### config.mk
export PLATFORM = sky130hd
export DESIGN_NAME = tmds_word_aligner
export DESIGN_NICKNAME = d
export VERILOG_FILES = /design/src/rtl/tmds_word_aligner_pkg.sv /design/src/rtl/tmds_word_aligner_token_detect.sv /design/src/rtl/tmds_word_aligner.sv
export SDC_FILE = /design/constraint.sdc
export NUM_CORES = 1
export LEC_CHECK = 0
export ABC_AREA = 1
export CORE_UTILIZATION = 53
export DETAILED_ROUTE_END_ITERATION = 16
export PLACE_DENSITY = 0.79
export RECOVER_POWER = 100
export SYNTH_ARGS = -nofsm -noshare
export SYNTH_HDL_FRONTEND = slang
export SYNTH_HIERARCHICAL = 1
export SYNTH_SLANG_ARGS = --single-unit
### constraint.sdc
create_clock -name bit_clk -period 2 [get_ports bit_clk]
set_input_delay 0.4 -clock bit_clk [delete_from_list [all_inputs] [get_ports bit_clk]]
set_output_delay 0.4 -clock bit_clk [all_outputs]
set_load 0.01 [all_outputs]
### src/rtl/tmds_word_aligner_pkg.sv
// Shared definitions for the TMDS word aligner: control tokens, align-state
// encodings and common widths.
package tmds_word_aligner_pkg;

    localparam int unsigned TOKEN_BITS = 10;
    localparam int unsigned LOSS_BITS  = 8;

    // DVI/HDMI control-period tokens (as they appear once deserialized LSB first)
    localparam logic [TOKEN_BITS-1:0] CTRL_00 = 10'h354;
    localparam logic [TOKEN_BITS-1:0] CTRL_01 = 10'h0AB;
    localparam logic [TOKEN_BITS-1:0] CTRL_10 = 10'h154;
    localparam logic [TOKEN_BITS-1:0] CTRL_11 = 10'h2AB;

    typedef enum logic [1:0] {
        S_SEARCH = 2'd0,
        S_VERIFY = 2'd1,
        S_LOCKED = 2'd2
    } align_state_t;

endpackage

### src/rtl/tmds_word_aligner_token_detect.sv
// Combinational recognizer for the four TMDS control tokens.
//  i_word     : candidate word, LSB = first bit on the wire
//  o_is_ctrl_c: word equals one of CTRL_00..CTRL_11
module tmds_word_aligner_token_detect
    import tmds_word_aligner_pkg::*;
#(
    parameter int unsigned WORD_BITS = 10
) (
    input  logic [WORD_BITS-1:0] i_word,
    output logic                 o_is_ctrl_c
);

    always_comb begin
        o_is_ctrl_c = (i_word == WORD_BITS'(CTRL_00)) ||
                      (i_word == WORD_BITS'(CTRL_01)) ||
                      (i_word == WORD_BITS'(CTRL_10)) ||
                      (i_word == WORD_BITS'(CTRL_11));
    end

endmodule

### src/rtl/tmds_word_aligner.sv
// Bit-serial deserializer and self-aligning word framer for TMDS lanes.
// Locks word phase on control tokens of the sync lane with hysteresis and
// emits aligned words for all lanes with a one-cycle strobe.
//  bit_clk         : bit clock, one bit per lane per edge
//  reset_n         : async active-low reset
//  in_bits         : current serial bit of each lane
//  slip            : one-cycle pulse, delays the word boundary by one bit
//  word_out        : aligned words, lane k at [k*WORD_BITS +: WORD_BITS]
//  word_valid      : one-cycle strobe, word_out updated this cycle
//  locked          : word phase trusted
//  align_state     : 0 SEARCH, 1 VERIFY, 2 LOCKED
//  lock_loss_count : saturating count of LOCKED->SEARCH exits
module tmds_word_aligner
    import tmds_word_aligner_pkg::*;
#(
    parameter int unsigned WORD_BITS    = 10,
    parameter int unsigned CHANNELS     = 3,
    parameter int unsigned SYNC_CHANNEL = 0,
    parameter int unsigned LOCK_COUNT   = 4,
    parameter int unsigned UNLOCK_COUNT = 3,
    parameter bit          AUTO_LOCK    = 1'b1
) (
    input  logic                          bit_clk,
    input  logic                          reset_n,
    input  logic [CHANNELS-1:0]           in_bits,
    input  logic                          slip,
    output logic [CHANNELS*WORD_BITS-1:0] word_out,
    output logic                          word_valid,
    output logic                          locked,
    output logic [1:0]                    align_state,
    output logic [LOSS_BITS-1:0]          lock_loss_count
);

    localparam int unsigned PHASE_BITS = (WORD_BITS > 1) ? $clog2(WORD_BITS) : 1;
    localparam int unsigned MATCH_BITS = $clog2(LOCK_COUNT + 1);
    localparam int unsigned MISS_BITS  = $clog2(UNLOCK_COUNT + 1);
    localparam logic [PHASE_BITS-1:0] PHASE_LAST = PHASE_BITS'(WORD_BITS - 1);

    logic [CHANNELS*WORD_BITS-1:0] w_nxt_flat;
    logic                          w_tok;
    logic                          w_boundary;
    logic                          w_emit;

    align_state_t                  r_state,  w_state_nxt;
    logic [PHASE_BITS-1:0]         r_phase,  w_phase_nxt;
    logic [MATCH_BITS-1:0]         r_match,  w_match_nxt;
    logic [MISS_BITS-1:0]          r_miss,   w_miss_nxt;
    logic [LOSS_BITS-1:0]          r_loss,   w_loss_nxt;
    logic [CHANNELS*WORD_BITS-1:0] r_word;
    logic                          r_valid;
    logic                          r_locked;

    // Per-lane shifter; only W-1 bits are stored, the newest bit completes the word
    for (genvar k = 0; k < CHANNELS; k++) begin : g_lane
        logic [WORD_BITS-2:0] r_sr;
        logic [WORD_BITS-1:0] w_nxt;

        assign w_nxt = {in_bits[k], r_sr};
        assign w_nxt_flat[k*WORD_BITS +: WORD_BITS] = w_nxt;

        always_ff @(posedge bit_clk or negedge reset_n) begin
            if (!reset_n) r_sr <= '0;
            else          r_sr <= w_nxt[WORD_BITS-1:1];
        end
    end

    tmds_word_aligner_token_detect #(
        .WORD_BITS (WORD_BITS)
    ) u_token_detect (
        .i_word      (w_nxt_flat[SYNC_CHANNEL*WORD_BITS +: WORD_BITS]),
        .o_is_ctrl_c (w_tok)
    );

    assign w_boundary = (r_phase == PHASE_LAST);

    // Alignment FSM state and counters
    always_ff @(posedge bit_clk or negedge reset_n) begin
        if (!reset_n) begin
            r_state <= S_SEARCH;
            r_phase <= '0;
            r_match <= '0;
            r_miss  <= '0;
            r_loss  <= '0;
        end else begin
            r_state <= w_state_nxt;
            r_phase <= w_phase_nxt;
            r_match <= w_match_nxt;
            r_miss  <= w_miss_nxt;
            r_loss  <= w_loss_nxt;
        end
    end

    // Next-state: slip freezes everything except the shifters
    always_comb begin
        w_state_nxt = r_state;
        w_phase_nxt = w_boundary ? '0 : r_phase + PHASE_BITS'(1);
        w_match_nxt = r_match;
        w_miss_nxt  = r_miss;
        w_loss_nxt  = r_loss;
        w_emit      = 1'b0;

        if (!AUTO_LOCK) w_state_nxt = S_LOCKED;

        if (slip) begin
            w_phase_nxt = r_phase;
        end else if (!AUTO_LOCK) begin
            w_emit = w_boundary;
        end else begin
            unique case (r_state)
                S_SEARCH: begin
                    // Token seen: this cycle becomes the word boundary
                    if (w_tok) begin
                        w_phase_nxt = '0;
                        w_match_nxt = MATCH_BITS'(1);
                        w_miss_nxt  = '0;
                        w_state_nxt = (LOCK_COUNT == 1) ? S_LOCKED : S_VERIFY;
                    end
                end
                S_VERIFY: begin
                    if (w_boundary) begin
                        if (!w_tok) begin
                            w_state_nxt = S_SEARCH;
                            w_match_nxt = '0;
                        end else if (r_match == MATCH_BITS'(LOCK_COUNT - 1)) begin
                            w_state_nxt = S_LOCKED;
                            w_match_nxt = '0;
                            w_miss_nxt  = '0;
                        end else begin
                            w_match_nxt = r_match + MATCH_BITS'(1);
                        end
                    end
                end
                S_LOCKED: begin
                    if (w_boundary) begin
                        w_emit = 1'b1;
                        if (w_tok) w_miss_nxt = '0;
                    end else if (w_tok) begin
                        // Off-phase token: evidence the boundary has drifted
                        if (r_miss == MISS_BITS'(UNLOCK_COUNT - 1)) begin
                            w_state_nxt = S_SEARCH;
                            w_miss_nxt  = '0;
                            w_loss_nxt  = (r_loss == '1) ? r_loss : r_loss + LOSS_BITS'(1);
                        end else begin
                            w_miss_nxt = r_miss + MISS_BITS'(1);
                        end
                    end
                end
                default: begin
                    w_state_nxt = S_SEARCH;
                    w_match_nxt = '0;
                    w_miss_nxt  = '0;
                end
            endcase
        end
    end

    // Output register: word held between strobes
    always_ff @(posedge bit_clk or negedge reset_n) begin
        if (!reset_n) begin
            r_word   <= '0;
            r_valid  <= 1'b0;
            r_locked <= 1'b0;
        end else begin
            if (w_emit) r_word <= w_nxt_flat;
            r_valid  <= w_emit;
            r_locked <= (w_state_nxt == S_LOCKED);
        end
    end

    assign word_out        = r_word;
    assign word_valid      = r_valid;
    assign locked          = r_locked;
    assign align_state     = r_state;
    assign lock_loss_count = r_loss;

endmodule

==> reports/results.ini, run 1 <==
[final_layout]
most-common-layout-cells=163 x nand2_1, 78 x dfrtp_1, 46 x dlygate4sd3_1
final_design_area_no_fill_um2=3836
fin_nets=405
drive_above_1_share_pct=9.701
insertedDiodeCount=0
final_common_cell=nand2_1
num-fill-cells=455
area_growth_syn_to_layout_pct=21.23
final_core_utilization_pct=68.00

[power]
irDropWorstVdd_v=0.0005603
cellPowerDensity_nw_per_um2=827.3
power_leakage_nw=2.099

[logic_synthesis]
synth-simple-area-share_pct=27.96
synth_top_family_by_area=simple AND/OR/NAND/NOR gates
synth.ff_latch_count=78
yosys.cell_types.count=32
synth-adder-area-share_pct=0.7908
ys_seq_area_share_pct=61.68
mappedNetlistNets=350
muxShareOfSynthArea_pct=0
postSynthAreaPerCell_um2=9.252
synth_xor_area_share_pct=1.898
yosysWarnings=6
mappedNetlistArea_um2=3164
synth_compound_area_share_pct=2.768
syn-instance-count=342

[placement]
preCtsSetupSlack_ns=0.1300
port_buffers=47
gp_congestion=0.8322
detailedPlacementHpwl_um=3975
detailed_place.area_um2=3702

[timing]
finalWorstPathRequiredPeriod_ns=1.858
hold_violations=0
slew_violations=0
clock-skew-final_ns=0.01255
tightestPinTransition_ns=1.098
grt_setup_unrepaired=no
setup_violations=0
maxClockFrequency_ghz=0.5383
slew_headroom_pct=26.80
layout_worst_path_cycle_share_pct=92.88
setup_slack_ns=0.1425
final_setup_tns_ns=0

[die]
core_area_um2=5642
die_x_um=79.27
placement_rows=27
ioPinCount=48
floorplan.die.height_um=79.27
floorplan.initialDensity_pct=56.09
die_area_um2=6284

[global_route]
grt_start_max_net_pins=48
grt_usage_pct=21.19
grt.overflow.total=0
first_global_vias=2290
grt_pass1_wl_um=10180
antenna_violations_before_repair=0

[setup_path]
crit_chain=dlygate4sd3_1
setup.worst_path.start_class=flip-flop
cp_data_required_time_ns=1.60
arrival_worst_endpoint_ns=1.46
max_stage_delay_ns=0.64
endpoint_kind=output port
timing.critical_path.slowest_stage_cell=dlygate4sd3_1
cp_top_family=buffers and inverters
critPathMaxFanout=7
critPathBufInv=1
path_class=reg -> out

[route]
avgRoutedWirePerCell_um=12.24
drt-pass1-iter-count=4
drt_iter0_markers=171
antenna_violating_nets_post_route=0
wirelength_um=5800
num_vias=2350
routed_via_density=4.958
remaining_drc_errors=0

[clock_network]
clkSinkCount=78
cts_resized=0
cts_tree=done
htree_num_levels=3
cts_root_buf=clkbuf_8
clock_latency_ns=0.34
post_cts_hold_buffer_count=0
cts_post_setup_buffers_inserted=0
clock_tree.buffer_depth=2
clk_pin_slew_ns=0.09
numCtsBuffers=9

[run_status]
outcome=complete, no violations

[worst_hold_path]
hold_path.class=in -> async

[job]
number_of_violations_of_the_max_capacitance_limit=0

[worst paths after layout]
path                                                   from                          end  slack, ns  depth (start not counted)
worst max-delay path               align_state[1]$_DFF_PN0_               align_state[1]       0.14                          1
worst min-delay path                                reset_n      word_out[4]$_DFFE_PN0P_       0.25                          1
worst max register to register  g_lane[0].r_sr[2]$_DFF_PN0_             locked$_DFF_PN0_       0.23                         12
worst min register to register  g_lane[2].r_sr[8]$_DFF_PN0_  g_lane[2].r_sr[7]$_DFF_PN0_       0.38                          0
max in group asynchronous                           reset_n      word_out[1]$_DFFE_PN0P_       0.40                          2
min in group bit_clk            g_lane[2].r_sr[8]$_DFF_PN0_  g_lane[2].r_sr[7]$_DFF_PN0_       0.38                          0
[Yosys cell counts, drive strengths merged]
| master | n | area (µm²) |
|---|---|---|
| o21ai | 6 | 37.54 |
| nor2 | 26 | 117.6 |
| a21oi | 3 | 15.01 |
| nand3b | 1 | 7.510 |
| ha | 2 | 25.02 |
| nand2 | 167 | 644.4 |
| inv | 24 | 92.59 |
| dfrtp | 78 | 1952 |
| nand4 | 1 | 12.51 |
| a31oi | 1 | 6.260 |
| a211oi | 1 | 7.510 |
| buf | 7 | 62.56 |
| xor2 | 2 | 17.52 |
| o211ai | 1 | 7.510 |
| a22oi | 1 | 7.510 |
| o22ai | 1 | 6.260 |
| xnor2 | 4 | 42.55 |
| nor3 | 1 | 5.000 |
| nand3 | 15 | 97.60 |
[worst register-to-register path: cells and delay by family, from the launching register on]
family | cells | cell delay, ns
AO/OA/AOI/OAI | 1 | 0.14
buffers and inverters | 2 | 0.30
flip-flops | 1 | 0.42
AND/OR/NAND/NOR | 9 | 0.84
[where the power goes]
part,switching [mW],internal (mW)
logic,0.252,0.127
registers,0.0770,1.66
clock network,0.596,0.465
total,0.925,2.25
[metrics by stage]
step / total power [mW] / hold slack [ns] / std cells
final: 3.174 / 0.2514 / 474
after global placement: 2.154 / 0.3571 / 458
after global routing: 3.344 / 0.3457 / 474
after detailed placement: 2.165 / 0.3594 / 458
after CTS: 3.222 / 0.06085 / 474
after floorplan: 2.031 / 0.1044 / 342
[sequential cells by signal (all words and copies together), names as in the netlist]
| register | count |
|---|---|
| align_state | 2 |
| word_valid | 1 |
| locked | 1 |
| g_lane.r_sr | 27 |
| word_out | 30 |
| lock_loss_count | 8 |
| r_phase | 4 |
| r_miss | 2 |
| r_match | 3 |
[layer usage]
layer | part of all wire (%) | global-route usage (%) | routed length, µm
met1 | 48 | 27.84 | 2804
met2 | 47 | 33.97 | 2723
met3 | 4.1 | 5.402 | 237
met4 | 0.59 | 7.818 | 34
met5 | 0 | 0 | 0
[cell families (layout without fill, tap and decap cells)]
logic type,after synthesis,count (layout)
AOI/OAI and AO/OA,14,14
xor gates and xnor gates,6,6
adders and majority gates,2,2
buffers and inverters,31,91
DFF,78,78
and+or+nand+nor,211,211
[area by class of cell]
class	instances	area [µm²]	area share, %
timing repair buffer	51	489.2	12.75
inverter	24	90.09	2.348
multi-input combinational	233	1035	26.97
tap	72	90.09	2.348
clock inverter	7	56.30	1.468
sequential	78	1952	50.88
clock buffer	9	123.9	3.229
Power figures use the tool's default switching activity.
==> run 2, diff against run 1 <==
--- a/config.mk
+++ b/config.mk
@@ -7,8 +7,10 @@
 export LEC_CHECK = 0
 export ABC_AREA = 1
 export CORE_UTILIZATION = 53
+export CTS_CLUSTER_SIZE = 24
 export DETAILED_ROUTE_END_ITERATION = 16
-export PLACE_DENSITY = 0.79
+export HOLD_SLACK_MARGIN = 0.1
+export PLACE_DENSITY_LB_ADDON = 0.12
 export RECOVER_POWER = 100
 export SYNTH_ARGS = -nofsm -noshare
 export SYNTH_HDL_FRONTEND = slang
==> run 2 against run 1 <==
Effect of this change:
- die area did not move
- first-iteration DRC count down 36%
- clock power is 20% higher
- flip-flop and latch count is the same
- routed wire length increased by 4.1%
- non-clock buffer count up 6
- hold slack improved by 0.12 ns
- final cell count rose by 1.3%
==> reports/results.ini, run 2 (synthesis gave the netlist of run 1 again) <==
[route]
drt_iter0_markers=110
drt-pass1-iter-count=4
remaining_drc_errors=0
num_vias=2371
wirelength_um=6040
avgRoutedWirePerCell_um=12.58
antenna_violating_nets_post_route=0
routed_via_density=4.940

[global_route]
grt_usage_pct=21.89
first_global_vias=2290
grt_start_max_net_pins=35
grt_pass1_wl_um=10410
antenna_violations_before_repair=0
grt.overflow.total=0

[clock_network]
clkSinkCount=78
clock_latency_ns=0.34
numCtsBuffers=9
clock_tree.buffer_depth=2
htree_num_levels=3
cts_post_setup_buffers_inserted=0
cts_tree=done
cts_resized=0
cts_root_buf=clkbuf_8
clk_pin_slew_ns=0.07

[die]
die_x_um=79.27
core_area_um2=5642
die_area_um2=6284
floorplan.die.height_um=79.27
floorplan.initialDensity_pct=56.09
placement_rows=27
ioPinCount=48

[setup_path]
endpoint_kind=output port
cp_top_family=buffers and inverters
max_stage_delay_ns=0.64
crit_chain=dlygate4sd3_1
arrival_worst_endpoint_ns=1.43
setup.worst_path.start_class=flip-flop
critPathBufInv=1
timing.critical_path.slowest_stage_cell=dlygate4sd3_1
cp_data_required_time_ns=1.60
path_class=reg -> out
worstRegToRegCells=10
crit_cells=1
critPathMaxFanout=7

[timing]
setup_slack_ns=0.1739
slew_headroom_pct=46.07
final_setup_tns_ns=0
grt_setup_unrepaired=no
slew_violations=0
layout_worst_path_cycle_share_pct=91.31
maxClockFrequency_ghz=0.5476
clock-skew-final_ns=0.007890
finalWorstPathRequiredPeriod_ns=1.826
tightestPinTransition_ns=0.8089
hold_violations=0
setup_violations=0

[final_layout]
area_growth_syn_to_layout_pct=24.28
multi_input_comb_area_um2=1041
num-fill-cells=431
largest_register_ff_count=30
insertedDiodeCount=0
drive_above_1_share_pct=9.559
final-seq-area_um2=1952
most-common-layout-cells=163 x nand2_1, 78 x dfrtp_1, 46 x dlygate4sd3_1
final_common_cell=nand2_1
fin_nets=411

[worst_hold_path]
hold_path.class=reg -> reg
holdPathStages=0

[power]
power_leakage_nw=2.152
irDropWorstVdd_v=0.0006695
cellPowerDensity_nw_per_um2=864.2

[placement]
gp_congestion=0.8239
port_buffers=47
detailedPlacementHpwl_um=4123
preCtsSetupSlack_ns=0.2674

[job]
number_of_violations_of_the_max_capacitance_limit=0

[run_status]
outcome=complete, no violations

## run 2: cell types whose count changed in the layout (fill, tap and decap cells not counted), sizes merged
cell / before / now
buf: 2 / 6
bufinv: 0 / 2
clkbuf: 12 / 15
clkdlybuf4s50: 0 / 1
clkinv: 1 / 2
clkinvlp: 3 / 0
inv: 27 / 25
## run 2: worst register-to-register path, stage by stage, from the launching register on
cell and delay, ns:
dfrtp_1 0.40, nand2_1 0.07, nor2_1 0.13, nand3_1 0.10, nand2_1 0.11, inv_1 0.07, nor2_1 0.10, nand4_1 0.21
clkbuf_1 0.26, nand2_1 0.11, nand2_1 0.07
## run 2: routing by layer
| metal | share of wire, % | GRT usage [%] | up-vias |
|---|---|---|---|
| met5 | 0 | 0 | - |
| met4 | 1.1 | 9.455 | 0 |
| met3 | 4.2 | 5.977 | 4 |
| met2 | 47 | 34.05 | 55 |
| met1 | 48 | 28.85 | 1134 |
| li1 | - | - | 1178 |
## run 2: repair_timing
| action | 4_1_cts | 5_1_grt |
|---|---|---|
| hold buffers | 1 | 0 |
| endpoints found under the hold margin | 30 | 0 |
| endpoints found under the setup margin | 0 | 0 |
## run 2: through the flow
| stage | total power, mW | hold WS, ns | std cells | instance area [µm²] | utilization, % |
|---|---|---|---|---|---|
| after floorplan | 2.031 | 0.1044 | 342 | 3164 | - |
| after global placement | 2.158 | 0.3592 | 463 | 3740 | 66.29 |
| after detailed placement | 2.166 | 0.3588 | 463 | 3740 | 66.29 |
| after CTS | 3.442 | 0.3759 | 480 | 3964 | 70.26 |
| after global routing | 3.547 | 0.3807 | 480 | 3933 | 69.71 |
| final | 3.399 | 0.3749 | 480 | 3933 | 69.71 |
## run 2: final timing paths
check / slack (ns) / start / end
max: 0.17 / align_state[1]$_DFF_PN0_ / align_state[1]
min: 0.37 / g_lane[1].r_sr[6]$_DFF_PN0_ / g_lane[1].r_sr[5]$_DFF_PN0_
max reg2reg: 0.26 / g_lane[0].r_sr[8]$_DFF_PN0_ / lock_loss_count[3]$_DFFE_PN0P_
min reg2reg: 0.37 / g_lane[1].r_sr[6]$_DFF_PN0_ / g_lane[1].r_sr[5]$_DFF_PN0_
max in group asynchronous: 0.47 / reset_n / g_lane[0].r_sr[7]$_DFF_PN0_
min in group asynchronous: 0.68 / reset_n / g_lane[0].r_sr[1]$_DFF_PN0_
## run 2: layout make-up
type,count,share of cell area [%]
flip-flops and latches,78,49.63
multi-input cells,233,26.47
repair buffers,57,13.87
clock buffers,11,3.341
inverters,24,2.291
well taps,72,2.291
clock inverters,5,2.100
## run 2: where the power goes
| group | total, mW | switching [mW] | internal, mW |
|---|---|---|---|
| clock | 1.27 | 0.564 | 0.709 |
| combinational | 0.385 | 0.249 | 0.136 |
| sequential | 1.74 | 0.0837 | 1.66 |
| total | 3.40 | 0.897 | 2.50 |
